<file path="src/rtl/mem_stage_ctrl_pkg.sv">
// Shared definitions for the MEM-stage access controller: FSM state encoding
// and default datapath widths.
package mem_stage_ctrl_pkg;

  localparam int ADDR_W_DEF = 16;
  localparam int DATA_W_DEF = 16;

  typedef enum logic [1:0] {
    IDLE = 2'd0,
    WAIT = 2'd1,
    DONE = 2'd2
  } mem_state_e;

endpackage

</file>
<file path="src/rtl/mem_stage_ctrl.sv">
// MEM-stage access controller: issues loads/stores over a valid/ready request,
// waits for the response and stalls the pipeline meanwhile.
// Optional feature: define MEMCTL_POSTED_WRITE_EN to post stores (no wait on the ack).
module mem_stage_ctrl
  import mem_stage_ctrl_pkg::*;
#(
  parameter int ADDR_W = ADDR_W_DEF,
  parameter int DATA_W = DATA_W_DEF
) (
  input  logic              clk,
  input  logic              rst_n,
  input  logic              MEM_MemRead,
  input  logic              MEM_MemWrite,
  input  logic              MEM_MemtoReg,
  input  logic              MEM_RegWrite,
  input  logic              MEM_Halt,
  input  logic              MEM_PCSave,
  input  logic [3:0]        MEM_rd,
  input  logic [DATA_W-1:0] MEM_AluResult,
  input  logic [DATA_W-1:0] MEM_ReadData2,
  input  logic [DATA_W-1:0] MEM_pc,
  output logic              dm_req_valid,
  input  logic              dm_req_ready,
  output logic              dm_req_we,
  output logic [ADDR_W-1:0] dm_req_addr,
  output logic [DATA_W-1:0] dm_req_wdata,
  input  logic              dm_rsp_valid,
  input  logic [DATA_W-1:0] dm_rsp_data,
  output logic              mem_stall,
  output logic [DATA_W-1:0] WB_result,
  output logic [3:0]        WB_rd,
  output logic              WB_RegWrite,
  output logic              WB_Halt,
  output logic              dm_err
);

  mem_state_e        state_r;
  mem_state_e        next_state_s;
  logic [DATA_W-1:0] rdata_q;
  logic              dm_err_r;
  logic              mem_op_s;
  logic              pend_s;
  logic              req_valid_s;
  logic              stall_s;
  logic              handshake_s;
  logic              stray_rsp_s;

  assign mem_op_s    = MEM_MemRead | MEM_MemWrite;
  assign handshake_s = req_valid_s & dm_req_ready;
  // A response outside WAIT is only legal as the ack of a posted store.
  assign stray_rsp_s = dm_rsp_valid & (((state_r == IDLE) & ~pend_s) | (state_r == DONE));

`ifdef MEMCTL_POSTED_WRITE_EN
  logic pend_q;
  assign pend_s = pend_q;

  // Posted-store tracker: set on store acceptance, cleared by the write ack.
  always_ff @(posedge clk or negedge rst_n) begin
    if (!rst_n) begin
      pend_q <= 1'b0;
    end else if (handshake_s && MEM_MemWrite) begin
      pend_q <= 1'b1;
    end else if (pend_q && dm_rsp_valid) begin
      pend_q <= 1'b0;
    end else begin
      pend_q <= pend_q;
    end
  end
`else
  assign pend_s = 1'b0;
`endif

  // Next-state and request/stall decode.
  always_comb begin
    next_state_s = state_r;
    req_valid_s  = 1'b0;
    stall_s      = 1'b0;
    case (state_r)
      IDLE: begin
        if (mem_op_s && pend_s) begin
          stall_s = 1'b1;
        end else if (mem_op_s) begin
          req_valid_s = 1'b1;
`ifdef MEMCTL_POSTED_WRITE_EN
          if (MEM_MemWrite) begin
            stall_s = ~dm_req_ready;
          end else begin
            stall_s = 1'b1;
            if (dm_req_ready) begin
              next_state_s = WAIT;
            end else begin
              next_state_s = IDLE;
            end
          end
`else
          stall_s = 1'b1;
          if (dm_req_ready) begin
            next_state_s = WAIT;
          end else begin
            next_state_s = IDLE;
          end
`endif
        end else begin
          stall_s = 1'b0;
        end
      end
      WAIT: begin
        stall_s = 1'b1;
        if (dm_rsp_valid) begin
          next_state_s = DONE;
        end else begin
          next_state_s = WAIT;
        end
      end
      DONE: begin
        next_state_s = IDLE;
      end
      default: begin
        next_state_s = IDLE;
      end
    endcase
  end

  // State, captured load data and sticky protocol error.
  always_ff @(posedge clk or negedge rst_n) begin
    if (!rst_n) begin
      state_r  <= IDLE;
      rdata_q  <= {DATA_W{1'b0}};
      dm_err_r <= 1'b0;
    end else begin
      state_r <= next_state_s;
      if (state_r == WAIT && dm_rsp_valid) begin
        rdata_q <= dm_rsp_data;
      end else begin
        rdata_q <= rdata_q;
      end
      dm_err_r <= dm_err_r | stray_rsp_s;
    end
  end

  // Writeback value select; load data only exists in DONE.
  always_comb begin
    WB_result = MEM_AluResult;
    if (state_r == DONE && MEM_MemtoReg) begin
      WB_result = rdata_q;
    end else if (MEM_PCSave) begin
      WB_result = MEM_pc;
    end else begin
      WB_result = MEM_AluResult;
    end
  end

  assign dm_req_valid = req_valid_s;
  assign dm_req_we    = req_valid_s & MEM_MemWrite;
  assign dm_req_addr  = MEM_AluResult[ADDR_W-1:0];
  assign dm_req_wdata = MEM_ReadData2;
  assign mem_stall    = stall_s;
  assign WB_rd        = MEM_rd;
  assign WB_RegWrite  = MEM_RegWrite & ~stall_s;
  assign WB_Halt      = MEM_Halt & ~stall_s;
  assign dm_err       = dm_err_r;

endmodule

</file>
<file path="config.mk">
export PLATFORM = sky130hd
export DESIGN_NAME = mem_stage_ctrl
export DESIGN_NICKNAME = d
export VERILOG_FILES = /design/src/rtl/mem_stage_ctrl_pkg.sv /design/src/rtl/mem_stage_ctrl.sv
export SDC_FILE = /design/constraint.sdc
export NUM_CORES = 1
export LEC_CHECK = 0
export BUFFER_PORTS_ARGS = -buffer_cell sky130_fd_sc_hd__buf_2
export CAP_MARGIN = 15
export CORE_MARGIN = 2
export CORE_UTILIZATION = 36
export CTS_BUF_LIST = sky130_fd_sc_hd__clkbuf_16
export CTS_CLUSTER_SIZE = 16
export DETAILED_ROUTE_END_ITERATION = 7
export GPL_ROUTABILITY_DRIVEN = 0
export GPL_TIMING_DRIVEN = 0
export PLACE_DENSITY = 0.91
export SLEW_MARGIN = 20
export SYNTH_ARGS = -nofsm -noshare
export SYNTH_HDL_FRONTEND = slang
export SYNTH_SLANG_ARGS = --single-unit
export TNS_END_PERCENT = 5
</file>
<file path="constraint.sdc">
create_clock -name clk -period 1.4 [get_ports clk]
set_input_delay 0.14 -clock clk [delete_from_list [all_inputs] [get_ports clk]]
set_output_delay 0.14 -clock clk [all_outputs]
set_load 0.02 [all_outputs]
</file>
-- After elaboration in Yosys (flattened, before gate mapping)
Index checks and enable logic that the tools add are counted.
- register bits: 19
- input port bits: 78
- output and inout port bits: 58
- equal/unequal tests: 3
- multiplexer cells: 9
- bitwise logic cells: 8
- reduce and logical (&&, ||, !) cells: 3
- operator list (kind ; count):
    $mux 16 ; 2
    $and 1x1->1 ; 4
    $mux 2 ; 2
    $pmux 2 s2 ; 1
    $mux 1 ; 3
    $or 1x1->1 ; 3
    $eq 2x1->1 const B ; 1
    $eq 2x2->1 const B ; 1
    $logic_and 1x1->1 ; 2
    $logic_not 2->1 ; 1
    $ne 2x2->1 const B ; 1
    $pmux 1 s2 ; 1
    $not 1->1 ; 1

-- Depth between registers and ports, before layout
Gate-level depths: netlist (run 1).
- depth after elaboration: 5
- mapped depth: 4
- gate-level depth less buffers: 3

-- Worst setup path after synthesis (run 1)
OpenSTA, ideal clock, no wires.
- path type: reg2out
- from: register state_r[0]
- to: output WB_result[10]
- arrival: 1.188 ns
- data required time: 1.260 ns
- path slack: 0.072 ns
- cell stages (with the launch flop): 4
- path buffers: 1
- cells stage by stage: dfrtp_1 > nand3b_1 > buf_2 > a21oi_1
- word-level cells in the longest chain between the ends: 3
- RTL lines (element ; RTL line ; source):
    start, declared ; mem_stage_ctrl.sv:37 ; mem_state_e state_r;
    start signal, assigned ; mem_stage_ctrl.sv:131 ; state_r <= next_state_s;
    $eq 2x2->1 ; mem_stage_ctrl.sv:144 ; if (state_r == DONE && MEM_MemtoReg) begin
    $logic_and 1x1->1 ; mem_stage_ctrl.sv:144 ;
    $mux 16 ; mem_stage_ctrl.sv:144 ;
    end, declared ; mem_stage_ctrl.sv:30 ; output logic [DATA_W-1:0] WB_result,
No other way between the ends.

-- Final worst setup path (run 1)
- from: register state_r[0]
- to: output WB_result[3]
Same word-level chain as after synthesis.

==> results of run 1 <==
worst max-delay path by stage:
stage                                to  slack [ns]
after floorplan           WB_result[10]        0.07
after global placement    WB_result[12]       -0.02
after detailed placement   WB_result[9]       -0.03
after CTS                  WB_result[4]       -0.14
after global routing       WB_result[3]       -0.21
final                      WB_result[3]       -0.17
cells in the mapped netlist:
library cell	n	area share, %
nor2b_1	2	0.90
mux2_4	9	9.7
buf_6	1	0.81
o22a_1	1	0.63
buf_2	4	1.4
dfrtp_1	19	34
a21oi_1	17	6.1
buf_4	37	20
nor3b_1	1	0.54
nor3_1	1	0.36
a21o_1	1	0.54
nor2_1	18	4.8
mux2_2	7	5.7
nand3b_4	1	1.4
mux2i_1	16	11
nand2b_1	1	0.45
inv_1	2	0.54
nand3b_1	1	0.54
state kept, by name, indices dropped and copies added (netlist names):
signal and count:
dm_err 1, rdata_q 16, state_r 2
final cells by class:
type | count | area, um^2
buffer | 42 | 340.3
clock buffer | 3 | 75.07
clock inverter | 1 | 3.754
fill | 269 | 1225
inverter | 2 | 10.01
multi-input combinational | 76 | 763.2
sequential | 19 | 476.7
tap | 48 | 60.06
timing repair buffer | 122 | 734.5
worst reg2reg max path, stage by stage, from the launching register on:
cell,delay [ns]
dfrtp_1,0.39
buf_6,0.13
nand3b_4,0.23
buf_12,0.19
mux2_4,0.30
power breakdown:
part           internal [mW]  switching [mW]
registers              0.780           0.250
logic                  0.667           0.513
clock network          0.380           0.197
logic make-up (layout without fill, tap and decap cells):
group           after synthesis  after routing  share of synthesized area, %
mux                          32             32                         26.84
buf+inv                      44            170                         22.71
simple gates                 25             25                         9.066
flops                        19             19                         34.11
compound gates               19             19                         7.271
repair_timing:
item / CTS / global route
hold buffers: 1 / 0
cloned: 3 / 0
pin swaps: 2 / 2
gates resized for setup: 56 / 36
buffers inserted: 4 / 0
setup endpoints to repair: 19 / 27
hold endpoints to repair: 19 / 0
metal layers:
metal	up-vias	GRT usage [%]	wire, um
met5	-	0	0
met4	0	7.143	57
met3	6	2.215	230
met2	58	35.13	2354
met1	638	21.81	1721
li1	688	-	-
==> flow_summary_export.csv, run 1 <==
group,metric,value,unit
setup_path,worstPathCellList,"nand3b_1 > buf_6 > buf_6 > a21oi_1 > buf_4",
finish,final_cells,313,
setup_path,crit_fanout,7,
synth,syn_area_per_cell,10.03,um^2
sta,relSlewSlack,72.72,%
power,ir_worst_vdd,0.9698,mV
die,start_util,37.79,%
die,dieArea,4386,um^2
clock_network,cts_buffers,3,
sta,clock_skew,0.002716,ns
sta,min_period,1.566,ns
synth,ys_ff_latch,19,
drt,wl,4364,um
finish,drive_above_1_share,81.51,%
hold_path,hold_depth,2,
hold_path,worstHoldStart,"dm_rsp_data[9]",
setup_path,crit_path_max_incr_delay,0.40,ns
place,portBuffers,114,
power,p_leak,1.321,nW
clock_network,cts_buffer_depth,2,
die,pin_count,136,
sta,slew_viol_final,0,
clock_network,numClockSinks,19,
grt,grt_pass1_wl,6244,um
setup_path,cp-startpoint,"state_r[0]",
place,dpl.hpwl,3153,um
finish,layout.nets,344,
sta,max_freq,638.7,MHz
sta,hold_ws,0.1184,ns
synth,syn_nets,217,
hold_path,whs_endpoint,"rdata_q[9]",
sta,setup_viol,16,
setup_path,required,1.26,ns
grt,grt_max_degree,20,
power,power,2.787,mW
synth,ys_warn_count,0,
sta,finalCritPeriodShare,111.8,%
place,placed_area,2024,um^2
synth,synth_cell_types,18,
place,pre_cts_slack,-0.02915,ns
clock_network,htreeDepth,1,
die,coreArea,3689,um^2
power,power_density,1131,nW/um^2
finish,design_area,2464,um^2
drt,num_vias,1390,
outcome,status,"complete, but fails checks",
setup_path,path_buf_inv,3,
synth,syn_inst,139,
setup_path,cp_slowest_cell,"dfrtp_2",
grt,overflow,0,
finish,layout_common_cells,"buf_2, buf_4, dfrtp_1",
drt,drc,0,
setup_path,worstSetupPathDepth,5,
setup_path,worstReg2RegEnd,"rdata_q[10]",
synth,synth.cell_area,1394,um^2
setup_path,reg2reg_slack,0.04,ns
sta,setup_ws,-0.1656,ns
sta,rsz0062_at_grt,"yes",
finish,postLayoutCoreUtil,66.79,%
clock_network,cts_tree,"done",
sta,tightest_slew,0.4092,ns
place,dp.cells,301,
setup_path,cp-start-kind,"flip-flop",
job,maxCapViolations,0,
die,rows,22,
clock_network,clockRootBuffer,"clkbuf_16",
drt,wl_per_cell,13.94,um
setup_path,reg2reg_depth,4,
setup_path,path_class,"reg2out",
setup_path,r2r-start,"state_r[1]",
drt,drtIter0Drc,12,
clock_network,insertion_delay,0.25,ns
finish,final_common_cell,"buf_2",
die,die_x,66.23,um
grt,grt_pass1_vias,1318,
outcome,violations,"setup timing",
clock_network,clk_pin_slew,0.05,ns
finish,synthToLayoutAreaGrowth,76.75,%
finish,antenna_cells,0,
setup_path,end_kind,"output pin",
sta,hold_viol_final,0,
hold_path,min_path_type,"in2reg",
synth,synth_seq_area_share,34.11,%
grt,grt_use_total,18.89,%
die,fp.dieH,66.23,um
sta,setup_tns,-2.214,ns
drt,firstDrtPassIters,4,
grt,antenna_found_initial,0,
drt,vias_per_cell,4.441,
setup_path,cp_top_family,"buffers and inverters",
setup_path,cp_common_cell,"buf_6",
drt,ant_nets,0,
setup_path,worstPathArrival,1.43,ns
Note: power is estimated with default switching activity, not from simulation.
==> inputs of run 2 (changes only) <==
Settings changed: SLEW_MARGIN 20 to unset.
Clock period 1.4 ns to 1.55 ns, I/O delays scaled along.
==> run 2 against run 1 <==
The run still ends with setup timing left. First-iteration DRC count shrank 8.3%. Total power shrank 9.3%. Critical path depth grew 1. Die area is the same. Clock-buffer cell count is the same. Register-to-register slack gained 0.17 ns. Setup slack gained 0.12 ns. Critical path type unchanged. Critical endpoint is now WB_result[5]. Largest power group unchanged.
==> flow_summary_export.csv, run 2 (same netlist as run 1, synthesis figures left out) <==
group,metric,value,unit
outcome,status,"complete, but fails checks",
outcome,violations,"setup timing",
clock_network,numClockSinks,19,
sta,rsz0062_at_grt,"yes",
clock_network,clockRootBuffer,"clkbuf_16",
sta,min_period,1.595,ns
finish,largest_reg_flops,16,
sta,setup_ws,-0.04526,ns
drt,drc,0,
drt,num_vias,1396,
sta,slew_viol_final,0,
drt,firstDrtPassIters,4,
grt,grt_busiest_layer,"met2",
sta,setup_viol,15,
setup_path,worstPathArrival,1.44,ns
setup_path,end_kind,"output pin",
die,fp.dieH,66.23,um
drt,ant_nets,0,
hold_path,min_path_type,"in2reg",
sta,hold_viol_final,0,
power,clockPowerShare,20.7,%
setup_path,path_class,"reg2out",
sta,setup_tns,-0.4561,ns
clock_network,cts_buffers,3,
grt,use_met1,20.04,%
setup_path,worstPathCellList,"nand3b_1 > buf_6 > buf_8 > nor2_4 > a21oi_2 > buf_6",
clock_network,insertion_delay,0.25,ns
setup_path,cp_common_cell,"buf_6",
finish,synthToLayoutAreaGrowth,76.57,%
sta,relSlewSlack,72.45,%
power,p_sw,0.8878,mW
finish,top_register,"rdata_q",
place,dpl.hpwl,3153,um
job,maxCapViolations,0,
power,power_density,1027,nW/um^2
grt,antenna_found_initial,0,
setup_path,cp-start-kind,"flip-flop",
die,start_util,37.79,%
setup_path,crit_fanout,7,
clock_network,cts_buffer_depth,2,
sta,hold_ws,0.1324,ns
grt,use_met3,2.385,%
setup_path,required,1.39,ns
drt,wl,4559,um
die,pin_count,136,
drt,vias_per_cell,4.474,
finish,final_common_cell,"buf_2",
finish,layout_common_cells,"buf_2, buf_4, buf_6, dfrtp_1, mux2i_1",
grt,grt_pass1_vias,1283,
place,placed_area,2024,um^2
grt,grt_use_total,17.97,%
finish,design_area,2461,um^2
finish,seq_area,478.0,um^2
drt,wl_per_cell,14.61,um
finish,fillCellCount,277,
grt,grt_max_degree,20,
sta,max_freq,626.9,MHz
power,pwr-share-seq,37.4,%
setup_path,cp_slowest_cell,"dfrtp_2",
grt,grt_pass1_wl,5954,um
setup_path,crit_path_max_incr_delay,0.43,ns
sta,clock_skew,0.002028,ns
power,p_leak,1.314,nW
power,p_int,1.640,mW
die,dieArea,4386,um^2
die,rows,22,
finish,multi_input_area,779.5,um^2
clock_network,clk_pin_slew,0.05,ns
place,portBuffers,114,
clock_network,cts_tree,"done",
finish,antenna_cells,0,
power,p_comb_share,41.8,%
drt,drtIter0Drc,11,
die,die_x,66.23,um
grt,overflow,0,
sta,finalCritPeriodShare,102.9,%
power,switching_share,35.11,%
finish,drive_above_1_share,81.82,%
finish,layout.nets,343,
sta,tightest_slew,0.4133,ns
power,ir_worst_vdd,0.9658,mV
die,coreArea,3689,um^2
grt,met2_usage,33.88,%
clock_network,htreeDepth,1,
==> run 2: layout make-up <==
class                           count  area share (%)
Clock buffer                        3           3.050
Timing Repair Buffer              121           29.49
Inverter                            2          0.3050
Tap cell                           48           2.440
Multi-Input combinational cell     76           31.67
Sequential cell                    19           19.42
Clock inverter                      1          0.1525
Buffer                             42           13.47
==> run 2: worst paths after layout <==
check                          startpoint            to  slack (ns)  cells past startpoint
setup / recovery               state_r[1]  WB_result[5]       -0.05                      6
min in group asynchronous           rst_n        dm_err        0.37                      2
setup reg to reg               state_r[0]   rdata_q[10]        0.21                      4
max in group asynchronous           rst_n    state_r[0]        0.86                      2
hold / removal             dm_rsp_data[9]    rdata_q[9]        0.13                      2
hold reg to reg                    dm_err        dm_err        0.45                      1
==> run 2: critical path: cells and delay by family (launching register included) <==
kind	cells	cell delay [ns]
buffers and inverters	3	0.46
AND/OR/NAND/NOR	2	0.16
AO/OA/AOI/OAI	1	0.14
flip-flops	1	0.43
==> run 2: power groups by stage <==
stage	Clock [mW]	Combinational (mW)	Sequential, mW
detailed placement	0	0.874	0.840
floorplan	0	0.634	0.793
finish	0.525	1.06	0.946
global placement	0	0.851	0.830
global route	0.556	1.12	0.964
CTS	0.534	0.938	0.837
==> run 2: stage by stage <==
step	utilization, %	total power [mW]	worst slack [ns]	instances
2_1_floorplan	-	1.427	0.2066	139
3_3_place_gp	54.88	1.681	0.1141	301
3_5_place_dp	54.88	1.715	0.1059	301
4_1_cts	59.90	2.309	-0.02271	312
5_1_grt	66.72	2.640	-0.1130	312
6_report	66.72	2.528	-0.04526	312
==> run 2: repair_timing <==
item,CTS,global route
gates resized for setup,22,71
pin swaps,0,3
endpoints found under the setup margin,16,16
buffers inserted,3,0
endpoints found under the hold margin,19,0
cloned,3,0
hold buffers,1,0
==> run 2: layer usage <==
layer | wire, um | part of all wire, %
met1 | 1793 | 39
met2 | 2416 | 53
met4 | 101 | 2.2
met3 | 247 | 5.4
met5 | 0 | 0
==> inputs of run 3 (changes only) <==
Settings changed: PLACE_DENSITY 0.91 to 0.8.
==> run 3 against run 2 <==
The flow still finishes with violations (setup timing). Sequential share of layout area grew 0.098 points. Die area did not move. Combinational power about the same. Utilization shrank 0.51 points. Setup slack better by 0.026 ns. Clock power is 3% lower. Sequential power fell by 3.5%. Cell area down 0.76%. Final cell count increased by 0.32%. Worst hold slack gained 0.00092 ns. Largest power group unchanged.
==> flow_summary_export.csv, run 3 (same netlist as run 1, synthesis figures left out) <==
group,metric,value,unit
clock_network,cts_buffers,3,
sta,hold_ws,0.1333,ns
sta,hold_viol_final,0,
clock_network,insertion_delay,0.25,ns
clock_network,htreeDepth,1,
grt,antenna_found_initial,0,
setup_path,worstPathArrival,1.41,ns
finish,largest_reg_flops,16,
power,ir_worst_vdd,0.9730,mV
drt,num_vias,1416,
drt,drc,0,
job,maxCapViolations,0,
grt,grt_pass1_wl,5354,um
setup_path,worstReg2RegEnd,"rdata_q[10]",
sta,clock_skew,0.0005701,ns
sta,setup_viol,3,
drt,wl,3969,um
sta,setup_ws,-0.01960,ns
clock_network,cts_tree,"done",
clock_network,cts_buffer_depth,2,
setup_path,cp-endpoint,"WB_result[15]",
sta,rsz0062_at_grt,"yes",
sta,finalCritPeriodShare,101.3,%
drt,vias_per_cell,4.524,
die,pin_count,136,
finish,drive_above_1_share,81.13,%
clock_network,clk_pin_slew,0.05,ns
finish,top_register,"rdata_q",
sta,min_period,1.570,ns
setup_path,path_class,"reg2out",
clock_network,clockRootBuffer,"clkbuf_16",
outcome,violations,"setup timing",
setup_path,crit_fanout,7,
die,coreArea,3689,um^2
place,portBuffers,114,
finish,layout.nets,344,
setup_path,cp-startpoint,"state_r[0]",
sta,max_freq,637.1,MHz
sta,relSlewSlack,73.02,%
grt,grt_max_degree,20,
drt,wl_per_cell,12.68,um
hold_path,min_path_type,"in2reg",
sta,setup_tns,-0.03443,ns
die,start_util,37.79,%
finish,antenna_cells,0,
grt,grt_pass1_vias,1207,
finish,final_common_cell,"buf_2",
setup_path,reg2reg_depth,4,
finish,layout_common_cells,"buf_2, buf_4, dfrtp_1",
drt,firstDrtPassIters,3,
die,die_x,66.23,um
sta,slew_viol_final,0,
grt,overflow,0,
die,fp.dieH,66.23,um
die,dieArea,4386,um^2
setup_path,end_kind,"output pin",
setup_path,reg2reg_slack,0.18,ns
drt,ant_nets,0,
setup_path,required,1.39,ns
drt,drtIter0Drc,13,
setup_path,r2r-start,"state_r[1]",
sta,tightest_slew,0.4047,ns
die,rows,22,
power,power_density,1006,nW/um^2
grt,grt_use_total,16.15,%
finish,synthToLayoutAreaGrowth,75.22,%
place,dpl.hpwl,3064,um
power,p_leak,1.316,nW
setup_path,cp-start-kind,"flip-flop",
outcome,status,"complete, but fails checks",
clock_network,numClockSinks,19,
run 3: per-stage QoR:
step | total power, mW | cell area, um^2 | util [%] | cells | worst slack (ns)
6_report | 2.456 | 2442 | 66.21 | 313 | -0.01960
5_1_grt | 2.589 | 2442 | 66.21 | 313 | -0.07175
4_1_cts | 2.268 | 2191 | 59.40 | 313 | -0.003739
3_5_place_dp | 1.708 | 2024 | 54.88 | 301 | 0.1382
3_3_place_gp | 1.678 | 2024 | 54.88 | 301 | 0.1475
2_1_floorplan | 1.427 | 1394 | - | 139 | 0.2066
run 3: where the power goes:
part           total, mW  internal (mW)  switching, mW
Combinational       1.03          0.587          0.446
Sequential         0.913          0.704          0.209
Clock              0.511          0.343          0.168
run 3: worst min-delay path by stage:
stage                 end           start  slack (ns)  cells past startpoint
6_report       rdata_q[8]  dm_rsp_data[8]        0.13                      2
5_1_grt        rdata_q[9]  dm_rsp_data[9]        0.14                      2
4_1_cts        rdata_q[8]  dm_rsp_data[8]        0.13                      2
3_5_place_dp       dm_err           rst_n        0.11                      1
3_3_place_gp       dm_err           rst_n        0.10                      1
2_1_floorplan      dm_err           rst_n       -0.14                      0
run 3: timing repair:
item,in CTS,in global routing
gates cloned,2,0
gates resized for setup,11,72
pin swaps,1,1
setup endpoints to repair,16,16
setup buffers,5,0
hold endpoints to repair,19,0
hold buffers,1,0
run 3: routing by layer:
layer	global-route usage, %	wire length, um	share of wire (%)	vias to the layer above
li1	-	-	-	686
met1	18.35	1386	35	662
met2	29.50	2207	56	62
met3	4.940	328	8.3	6
met4	3.316	46	1.2	0
met5	0	0	0	-
run 3: cell type report:
| type | instances | area (um^2) |
|---|---|---|
| fillers | 307 | 1246 |
| multi-input cells | 76 | 770.7 |
| repair buffers | 122 | 703.2 |
| flip-flops and latches | 19 | 476.7 |
| plain buffers | 42 | 345.3 |
| clock buffers | 3 | 75.07 |
| well taps | 48 | 60.06 |
| inverters | 2 | 7.507 |
| clock inverters | 1 | 3.754 |
run 3: worst max-delay path: stages (launching register included):
cell,delay (ns)
dfrtp_2,0.39
nand3b_1,0.16
buf_6,0.15
buf_6,0.14
a21oi_2,0.15
buf_4,0.16
